<file path="src/rtl/mem_xbar_pkg.sv">
// rtl/mem_xbar_pkg.sv - shared slave indices, default address map and state type for mem_xbar
package mem_xbar_pkg;

  // Slave port assignment used by the SoC top
  localparam int SLV_ROM   = 0;
  localparam int SLV_UART  = 1;
  localparam int SLV_CLINT = 2;
  localparam int SLV_AVL   = 3;
  localparam int N_SLV_DEF = 4;

  // Base (inclusive) and top (exclusive) of each peripheral window
  localparam logic [31:0] ROM_BASE   = 32'h0000_0000;
  localparam logic [31:0] ROM_TOP    = 32'h0001_0000;
  localparam logic [31:0] UART_BASE  = 32'h1000_0000;
  localparam logic [31:0] UART_TOP   = 32'h1000_1000;
  localparam logic [31:0] CLINT_BASE = 32'h0200_0000;
  localparam logic [31:0] CLINT_TOP  = 32'h0201_0000;
  localparam logic [31:0] AVL_BASE   = 32'h8000_0000;
  localparam logic [31:0] AVL_TOP    = 32'h9000_0000;

  // Default map; element k of each array belongs to slave port k
  localparam logic [N_SLV_DEF-1:0][31:0] DEF_SLV_BASE = {AVL_BASE, CLINT_BASE, UART_BASE, ROM_BASE};
  localparam logic [N_SLV_DEF-1:0][31:0] DEF_SLV_TOP  = {AVL_TOP,  CLINT_TOP,  UART_TOP,  ROM_TOP};

  // Cycles a slave may take before the access is failed back to the master
  localparam int DEF_TIMEOUT = 1023;

  typedef enum logic [1:0] {
    ST_IDLE = 2'd0,
    ST_REQ  = 2'd1,
    ST_WAIT = 2'd2,
    ST_ERR  = 2'd3
  } xbar_state_e;

  // True when addr falls in the half-open window [base, top)
  function automatic logic in_window(input logic [31:0] addr,
                                     input logic [31:0] base,
                                     input logic [31:0] top);
    return (addr >= base) && (addr < top);
  endfunction

endpackage

</file>
<file path="src/rtl/mem_xbar_rr_arbiter.sv">
// rtl/mem_xbar_rr_arbiter.sv - combinational round-robin picker starting at a rotating pointer
module mem_xbar_rr_arbiter
  import mem_xbar_pkg::*;
#(
  parameter int N  = 2,
  parameter int IW = (N > 1) ? $clog2(N) : 1
) (
  input  logic [N-1:0]  req_i,
  input  logic [IW-1:0] ptr_i,
  output logic [N-1:0]  grant_o,
  output logic [IW-1:0] idx_o
);

  int  cand;
  logic found;

  // Walk the requesters from ptr_i upward with wrap; the first one found wins
  always_comb begin
    grant_o = '0;
    idx_o   = '0;
    found   = 1'b0;
    cand    = 0;
    for (int i = 0; i < N; i++) begin
      cand = int'(ptr_i) + i;
      if (cand >= N) cand = cand - N;
      if (!found && req_i[cand]) begin
        found         = 1'b1;
        grant_o[cand] = 1'b1;
        idx_o         = IW'(cand);
      end
    end
  end

endmodule

</file>
<file path="src/rtl/mem_xbar.sv">
// rtl/mem_xbar.sv - registered N-master to N-slave memory crossbar with decode errors and timeout
module mem_xbar
  import mem_xbar_pkg::*;
#(
  parameter int                         N_MASTER = 2,
  parameter int                         N_SLAVE  = 4,
  parameter logic [N_SLAVE-1:0][31:0]   SLV_BASE = DEF_SLV_BASE,
  parameter logic [N_SLAVE-1:0][31:0]   SLV_TOP  = DEF_SLV_TOP,
  parameter int                         TIMEOUT  = DEF_TIMEOUT
) (
  input  logic                         clock,
  input  logic                         reset,
  input  logic [N_MASTER-1:0]          m_valid,
  input  logic [N_MASTER-1:0]          m_instr,
  input  logic [N_MASTER-1:0][31:0]    m_addr,
  input  logic [N_MASTER-1:0][31:0]    m_wdata,
  input  logic [N_MASTER-1:0][3:0]     m_wstrb,
  output logic [N_MASTER-1:0][31:0]    m_rdata,
  output logic [N_MASTER-1:0]          m_ready,
  output logic [N_MASTER-1:0]          m_error,
  output logic [N_SLAVE-1:0]           s_valid,
  output logic [N_SLAVE-1:0]           s_instr,
  output logic [N_SLAVE-1:0][31:0]     s_addr,
  output logic [N_SLAVE-1:0][31:0]     s_wdata,
  output logic [N_SLAVE-1:0][3:0]      s_wstrb,
  input  logic [N_SLAVE-1:0][31:0]     s_rdata,
  input  logic [N_SLAVE-1:0]           s_ready
);

  localparam int MW = (N_MASTER > 1) ? $clog2(N_MASTER) : 1;
  localparam int SW = (N_SLAVE > 1) ? $clog2(N_SLAVE) : 1;
  localparam int CW = (TIMEOUT > 0) ? $clog2(TIMEOUT + 1) : 1;
  // Counter value seen in the last cycle the slave is allowed to answer in
  localparam logic [CW-1:0] CNT_LAST = CW'((TIMEOUT > 0) ? TIMEOUT - 1 : 0);
  localparam logic          TO_ON    = (TIMEOUT > 0);

  xbar_state_e     state_q;
  logic [MW-1:0]   ptr_q;
  logic [MW-1:0]   ptr_d;
  logic [CW-1:0]   cnt_q;
  logic [MW-1:0]   gnt_q;
  logic [SW-1:0]   slv_q;
  logic            instr_q;
  logic [31:0]     addr_q;
  logic [31:0]     wdata_q;
  logic [3:0]      wstrb_q;

  logic [N_MASTER-1:0] arb_grant;
  logic [MW-1:0]       arb_idx;
  logic                arb_any;
  logic [31:0]         req_addr;
  logic                dec_hit;
  logic [SW-1:0]       dec_idx;

  logic busy;
  logic hit_rdy;
  logic to_fire;
  logic rsp_err;
  logic rsp_any;

  mem_xbar_rr_arbiter #(
    .N  (N_MASTER),
    .IW (MW)
  ) u_arb (
    .req_i   (m_valid),
    .ptr_i   (ptr_q),
    .grant_o (arb_grant),
    .idx_o   (arb_idx)
  );

  assign arb_any = |arb_grant;

  // Decode the granted address; scanning downward lets the lowest matching slave win overlaps
  always_comb begin
    req_addr = m_addr[arb_idx];
    dec_hit  = 1'b0;
    dec_idx  = '0;
    for (int k = N_SLAVE - 1; k >= 0; k--) begin
      if (in_window(req_addr, SLV_BASE[k], SLV_TOP[k])) begin
        dec_hit = 1'b1;
        dec_idx = SW'(k);
      end
    end
  end

  // Only the selected slave's ready counts, and only while a request is outstanding
  assign busy    = (state_q == ST_REQ) || (state_q == ST_WAIT);
  assign hit_rdy = busy && s_ready[slv_q];
  assign to_fire = TO_ON && busy && !s_ready[slv_q] && (cnt_q == CNT_LAST);
  assign rsp_err = (state_q == ST_ERR) || to_fire;
  assign rsp_any = hit_rdy || rsp_err;

  // Rotate the pointer past whichever master was just answered
  always_comb begin
    ptr_d = (gnt_q == MW'(N_MASTER - 1)) ? '0 : gnt_q + 1'b1;
  end

  // Steer the latched request to its slave and the response back to the granted master
  always_comb begin
    m_ready = '0;
    m_error = '0;
    m_rdata = '0;
    s_valid = '0;
    s_instr = '0;
    s_addr  = '0;
    s_wdata = '0;
    s_wstrb = '0;
    m_ready[gnt_q] = rsp_any;
    m_error[gnt_q] = rsp_err;
    if (hit_rdy) begin
      m_rdata[gnt_q] = s_rdata[slv_q];
    end
    if (busy) begin
      s_valid[slv_q] = (state_q == ST_REQ);
      s_instr[slv_q] = instr_q;
      s_addr[slv_q]  = addr_q;
      s_wdata[slv_q] = wdata_q;
      s_wstrb[slv_q] = wstrb_q;
    end
  end

  // Transaction FSM: arbitrate and decode in IDLE, hold one access until ready, error or timeout
  always_ff @(posedge clock or posedge reset) begin
    if (reset) begin
      state_q <= ST_IDLE;
      ptr_q   <= '0;
      cnt_q   <= '0;
      gnt_q   <= '0;
      slv_q   <= '0;
      instr_q <= 1'b0;
      addr_q  <= '0;
      wdata_q <= '0;
      wstrb_q <= '0;
    end else begin
      case (state_q)
        ST_IDLE: begin
          if (arb_any) begin
            gnt_q <= arb_idx;
            cnt_q <= '0;
            if (dec_hit) begin
              slv_q   <= dec_idx;
              instr_q <= m_instr[arb_idx];
              addr_q  <= req_addr - SLV_BASE[dec_idx];
              wdata_q <= m_wdata[arb_idx];
              wstrb_q <= m_wstrb[arb_idx];
              state_q <= ST_REQ;
            end else begin
              state_q <= ST_ERR;
            end
          end
        end
        ST_REQ, ST_WAIT: begin
          if (rsp_any) begin
            state_q <= ST_IDLE;
            ptr_q   <= ptr_d;
          end else begin
            state_q <= ST_WAIT;
            cnt_q   <= cnt_q + 1'b1;
          end
        end
        ST_ERR: begin
          state_q <= ST_IDLE;
          ptr_q   <= ptr_d;
        end
        default: state_q <= ST_IDLE;
      endcase
    end
  end

endmodule

</file>
<file path="config.mk">
export PLATFORM = sky130hd
export DESIGN_NAME = mem_xbar
export DESIGN_NICKNAME = d
export VERILOG_FILES = /design/src/rtl/mem_xbar_pkg.sv /design/src/rtl/mem_xbar_rr_arbiter.sv /design/src/rtl/mem_xbar.sv
export SDC_FILE = /design/constraint.sdc
export NUM_CORES = 1
export LEC_CHECK = 0
export CAP_MARGIN = 20
export CORE_AREA = 2 2 242 244
export CTS_CLUSTER_SIZE = 28
export DETAILED_ROUTE_END_ITERATION = 10
export DIE_AREA = 0 0 244 246
export GPL_ROUTABILITY_DRIVEN = 0
export PLACE_DENSITY = 0.36
export SYNTH_ARGS = -nofsm -noshare
export SYNTH_HDL_FRONTEND = slang
export SYNTH_SLANG_ARGS = --single-unit
</file>
<file path="constraint.sdc">
create_clock -name clock -period 3.6 [get_ports clock]
set_clock_uncertainty 0.1 [all_clocks]
set_input_delay 0.54 -clock clock [delete_from_list [all_inputs] [get_ports clock]]
set_output_delay 0.54 -clock clock [all_outputs]
set_load 0.005 [all_outputs]
</file>
==> flow_summary_export.csv <==
group,metric,value,unit
global_routing,global_route.overflow_total,0,
timing,finalCritPeriodShare,93.1,%
yosys,cell_taking_the_most_area_after_synthesis,"sky130_fd_sc_hd__dfrtp_1",
layout,synthToLayoutAreaGrowth,109,%
power,leakage,5.59,nW
place,placedCellCount,2307,
timing,final.min_clock_period,3.35,ns
yosys,post-synth-top-area-fraction,30.2,%
timing,max_clock_freq,0.298,GHz
global_routing,grt_max_degree,52,
yosys,postSynthCellCount,952,
clock_tree,h_tree_level_count,3,
power,cellPowerDensity,537,mW/mm^2
timing,tightestPinTransition,0.731,ns
setup_path,critPathSlowestCell,"sky130_fd_sc_hd__clkdlybuf4s50_1",
route,num_vias,8955,
route,wirelength,45.3,mm
layout,final_layout_size_suffix_gt1_share,7.12,%
timing,grt_setup_unrepaired,"no",
timing,maxSlewViolCount,0,
floorplanning,ioPinCount,622,
setup_path,cp-end-kind,"primary output",
clock_tree,clockRootBuffer,"sky130_fd_sc_hd__clkbuf_16",
place,postPlaceCellArea,0.0144,mm^2
route,routed_wire_length_per_instance,19.5,um
route,vias_per_cell,3.85,
setup_path,arrival,2.71,ns
timing,fin_tns_setup,0,ns
floorplanning,design.core.area,0.0574,mm^2
setup_path,worst_path_depth,6,
place,dp_hpwl,36.9,mm
setup_path,crit-reg2reg-capture,"addr_q[31]$_DFFE_PP0P_",
floorplanning,floorplan.rows,88,
clock_tree,post_cts_setup_buffer_count,0,
global_routing,global_route.usage.total,14.4,%
clock_tree,cts_tree,"done",
yosys,syn_avg_cell_area,7.40,um^2
power,power.ir.vdd_worst,0.000316,V
yosys,yosysSeqAreaShare,30.2,%
timing,whs,0.380,ns
clock_tree,clockBufferDepth,2,
layout,finish.net_count,1836,
power,power.total,7.91,mW
setup_path,worst_path_cell_chain,"mux4_2 > nand2b_1 > nor4_1 > nor2_1 > a21boi_0 > clkdlybuf4s50_1",
setup_path,worst_reg_to_reg_path_cell_count,10,
clock_tree,worst_setup_hold_path_clk_slew,0.08,ns
yosys,mappedNetlistNets,1235,
route,detailedRoute.firstIterationViolations,212,
setup_path,launch_instance_of_the_worst_register_to_register_path,"ptr_q$_DFFE_PP0P_",
setup_path,max_stage_delay,0.60,ns
setup_path,critical_path_class,"reg2out",
setup_path,critical-path-top-delay-family,"buffers and inverters",
setup_path,critPathRequiredTime,2.96,ns
layout,final_core_utilization,25.7,%
layout,multi_input_comb_area,0.00462,mm^2
yosys,postSynthRegisterBits,85,
route,first_pass_iters,4,
timing,postLayoutSetupSlackWorst,0.249,ns
global_routing,grt_first_pass_wirelength,64.1,mm
yosys,synth.distinct_cells,46,
yosys,synth_top_cells_by_area,"sky130_fd_sc_hd__dfrtp_1 30%, sky130_fd_sc_hd__nor2_1 16%, sky130_fd_sc_hd__mux4_2 11%",
route,ant_nets,0,
setup_path,cp.buffers_inverters,1,
setup_path,rrSetupSlack,0.64,ns
layout,register_area,0.00213,mm^2
setup_path,crit_path_max_fanout,7,
layout,postLayoutCellArea,0.0147,mm^2
clock_tree,cts_buffers,9,
run_status,status,"complete, no violations",
floorplanning,fp.dieArea,0.0600,mm^2
yosys,synth-warning-count,0,
layout,number_of_cells_in_the_finished_layout_apart_from_fillers,2324,
worst_hold_path,class_of_the_tightest_hold_or_removal_check,"reg2reg",
timing,relSlewSlack,51.3,%
timing,finalHoldViolCount,0,
floorplanning,die_width,244,um
route,number_of_remaining_drc_errors,0,
setup_path,cp-startpoint,"slv_q[0]$_DFFE_PP0P_",
clock_tree,clock_sink_count,85,
place,port_buffers,621,
global_routing,grt_antenna_before_repair,4,
floorplanning,die_span_y,246,um
flow_run,timing.max_cap.violations,0,
layout,number_of_fill_cells,6235,
yosys,mappedNetlistArea,0.00704,mm^2
place,pre_cts_slack,-0.0641,ns
setup_path,worst_setup_path_start_kind,"flip-flop",
setup_path,crit_path_end,"m_ready[1]",
clock_tree,clock_latency,0.37,ns
timing,setup-violations-final,0,
global_routing,first_global_vias,9548,
floorplanning,floorplan.initialDensity,12.3,%
-- state kept, by name (all words and copies together) (netlist names) --
name and cells:
wdata_q 32, state_q 2, wstrb_q 4, ptr_q 1
slv_q 2, cnt_q 10, gnt_q 1, instr_q 1
addr_q 32
-- worst min-delay path, cell delays in order, from the launching register on --
cell and delay [ns]:
sky130_fd_sc_hd__dfrtp_1 0.34, sky130_fd_sc_hd__nand2_1 0.05, sky130_fd_sc_hd__o21ai_0 0.06
-- cell usage in the layout, fill, tap and decap left out, types with 2 or more instances in the layout --
cell type / netlist / routed
sky130_fd_sc_hd__xnor2_1: 5 / 5
sky130_fd_sc_hd__nor4_1: 5 / 5
sky130_fd_sc_hd__o21ai_1: 16 / 16
sky130_fd_sc_hd__nand2_1: 156 / 153
sky130_fd_sc_hd__nand4b_1: 2 / 2
sky130_fd_sc_hd__clkdlybuf4s50_1: 0 / 621
sky130_fd_sc_hd__buf_4: 0 / 37
sky130_fd_sc_hd__nand3_1: 8 / 8
sky130_fd_sc_hd__dfrtp_2: 0 / 2
sky130_fd_sc_hd__nand4_1: 5 / 5
sky130_fd_sc_hd__buf_12: 0 / 8
sky130_fd_sc_hd__nor2_1: 303 / 303
sky130_fd_sc_hd__inv_1: 12 / 11
sky130_fd_sc_hd__clkbuf_16: 0 / 9
sky130_fd_sc_hd__o21ai_0: 57 / 57
sky130_fd_sc_hd__xor2_1: 7 / 7
sky130_fd_sc_hd__mux2i_1: 68 / 68
sky130_fd_sc_hd__o22ai_1: 3 / 3
sky130_fd_sc_hd__a21oi_1: 2 / 2
sky130_fd_sc_hd__and3_1: 2 / 2
sky130_fd_sc_hd__and2_1: 3 / 3
sky130_fd_sc_hd__nand2_2: 0 / 2
sky130_fd_sc_hd__nor3_1: 8 / 8
sky130_fd_sc_hd__nor2b_1: 59 / 59
sky130_fd_sc_hd__clkinv_4: 0 / 2
sky130_fd_sc_hd__ha_1: 9 / 8
sky130_fd_sc_hd__dfrtp_1: 85 / 83
sky130_fd_sc_hd__a21o_1: 2 / 2
sky130_fd_sc_hd__or2_2: 3 / 3
sky130_fd_sc_hd__clkbuf_1: 55 / 2
sky130_fd_sc_hd__a22o_1: 3 / 3
sky130_fd_sc_hd__nand2b_1: 3 / 2
sky130_fd_sc_hd__bufinv_16: 0 / 2
sky130_fd_sc_hd__mux4_2: 33 / 33
-- timing repair --
item / in CTS / in global routing
gates resized for setup: 1 / 0
hold buffers: 0 / 0
setup endpoints to repair: 1 / 0
-- metal layers --
layer  global-route usage (%)  vias to the layer above  routed length, um
li1                         -                     4324                  -
met1                     15.5                     4207              17300
met2                     28.0                      387              24400
met3                     3.01                       37               2720
met4                     4.45                        0                862
met5                        0                        -                  0
-- worst min-delay path by stage --
stage,startpoint,endpoint,slack [ns],depth (start not counted)
after global routing,wdata_q[9]$_DFFE_PP0P_,wdata_q[9]$_DFFE_PP0P_,0.40,2
after floorplan,ptr_q$_DFFE_PP0P_,ptr_q$_DFFE_PP0P_,0.34,1
final,wdata_q[2]$_DFFE_PP0P_,wdata_q[2]$_DFFE_PP0P_,0.38,2
after global placement,wdata_q[21]$_DFFE_PP0P_,wdata_q[21]$_DFFE_PP0P_,0.36,2
after detailed placement,wdata_q[15]$_DFFE_PP0P_,wdata_q[15]$_DFFE_PP0P_,0.37,2
after CTS,wdata_q[15]$_DFFE_PP0P_,wdata_q[15]$_DFFE_PP0P_,0.39,2
-- Yosys cell counts, drive strengths merged --
cell	number
mux2i	68
nor2	303
nand2	156
dfrtp	85
nand4	5
nand3	8
buf	21
a22o	3
o31ai	1
a21boi	1
nand4b	2
or4	2
mux4	33
a21o	2
xor2	7
a41oi	2
nor4b	1
nor4	5
and3	2
o211ai	1
inv	12
ha	9
a221o	1
clkbuf	55
and2	3
a2111oi	1
mux2	1
o22ai	3
or2	4
nor3	8
a221oi	1
or3	1
a21oi	2
o21a	1
nor2b	59
xnor2	5
o21ai	73
or3b	1
a21bo	1
nand2b	3
-- power breakdown --
group | internal, mW | switching (mW) | leakage [nW]
Combinational | 2.48 | 2.72 | 4.34
Sequential | 1.37 | 0.293 | 1.10
Clock | 0.612 | 0.433 | 0.150
Total | 4.46 | 3.45 | 5.59
-- logic make-up (layout without fill, tap and decap cells) --
kind of cell / after synthesis / count (layout) / synth area share, %
flops: 85 / 85 / 30.2
simple gates: 563 / 563 / 33.7
mux: 102 / 102 / 20.4
xor+xnor: 12 / 12 / 1.49
compound gates: 93 / 93 / 7.77
other cells: 0 / 1 / 0
buf+inv: 88 / 694 / 4.90
fa+ha+maj: 9 / 9 / 1.60
-- cell type report --
class	count	area share (%)
tap	765	6.50
timing repair buffer	666	45.2
antenna	1	0.0170
multi-input combinational	779	31.4
clock inverter	5	0.578
inverter	12	0.323
clock buffer	11	1.58
sequential	85	14.5
No activity file was read; power rests on OpenSTA's default activity.
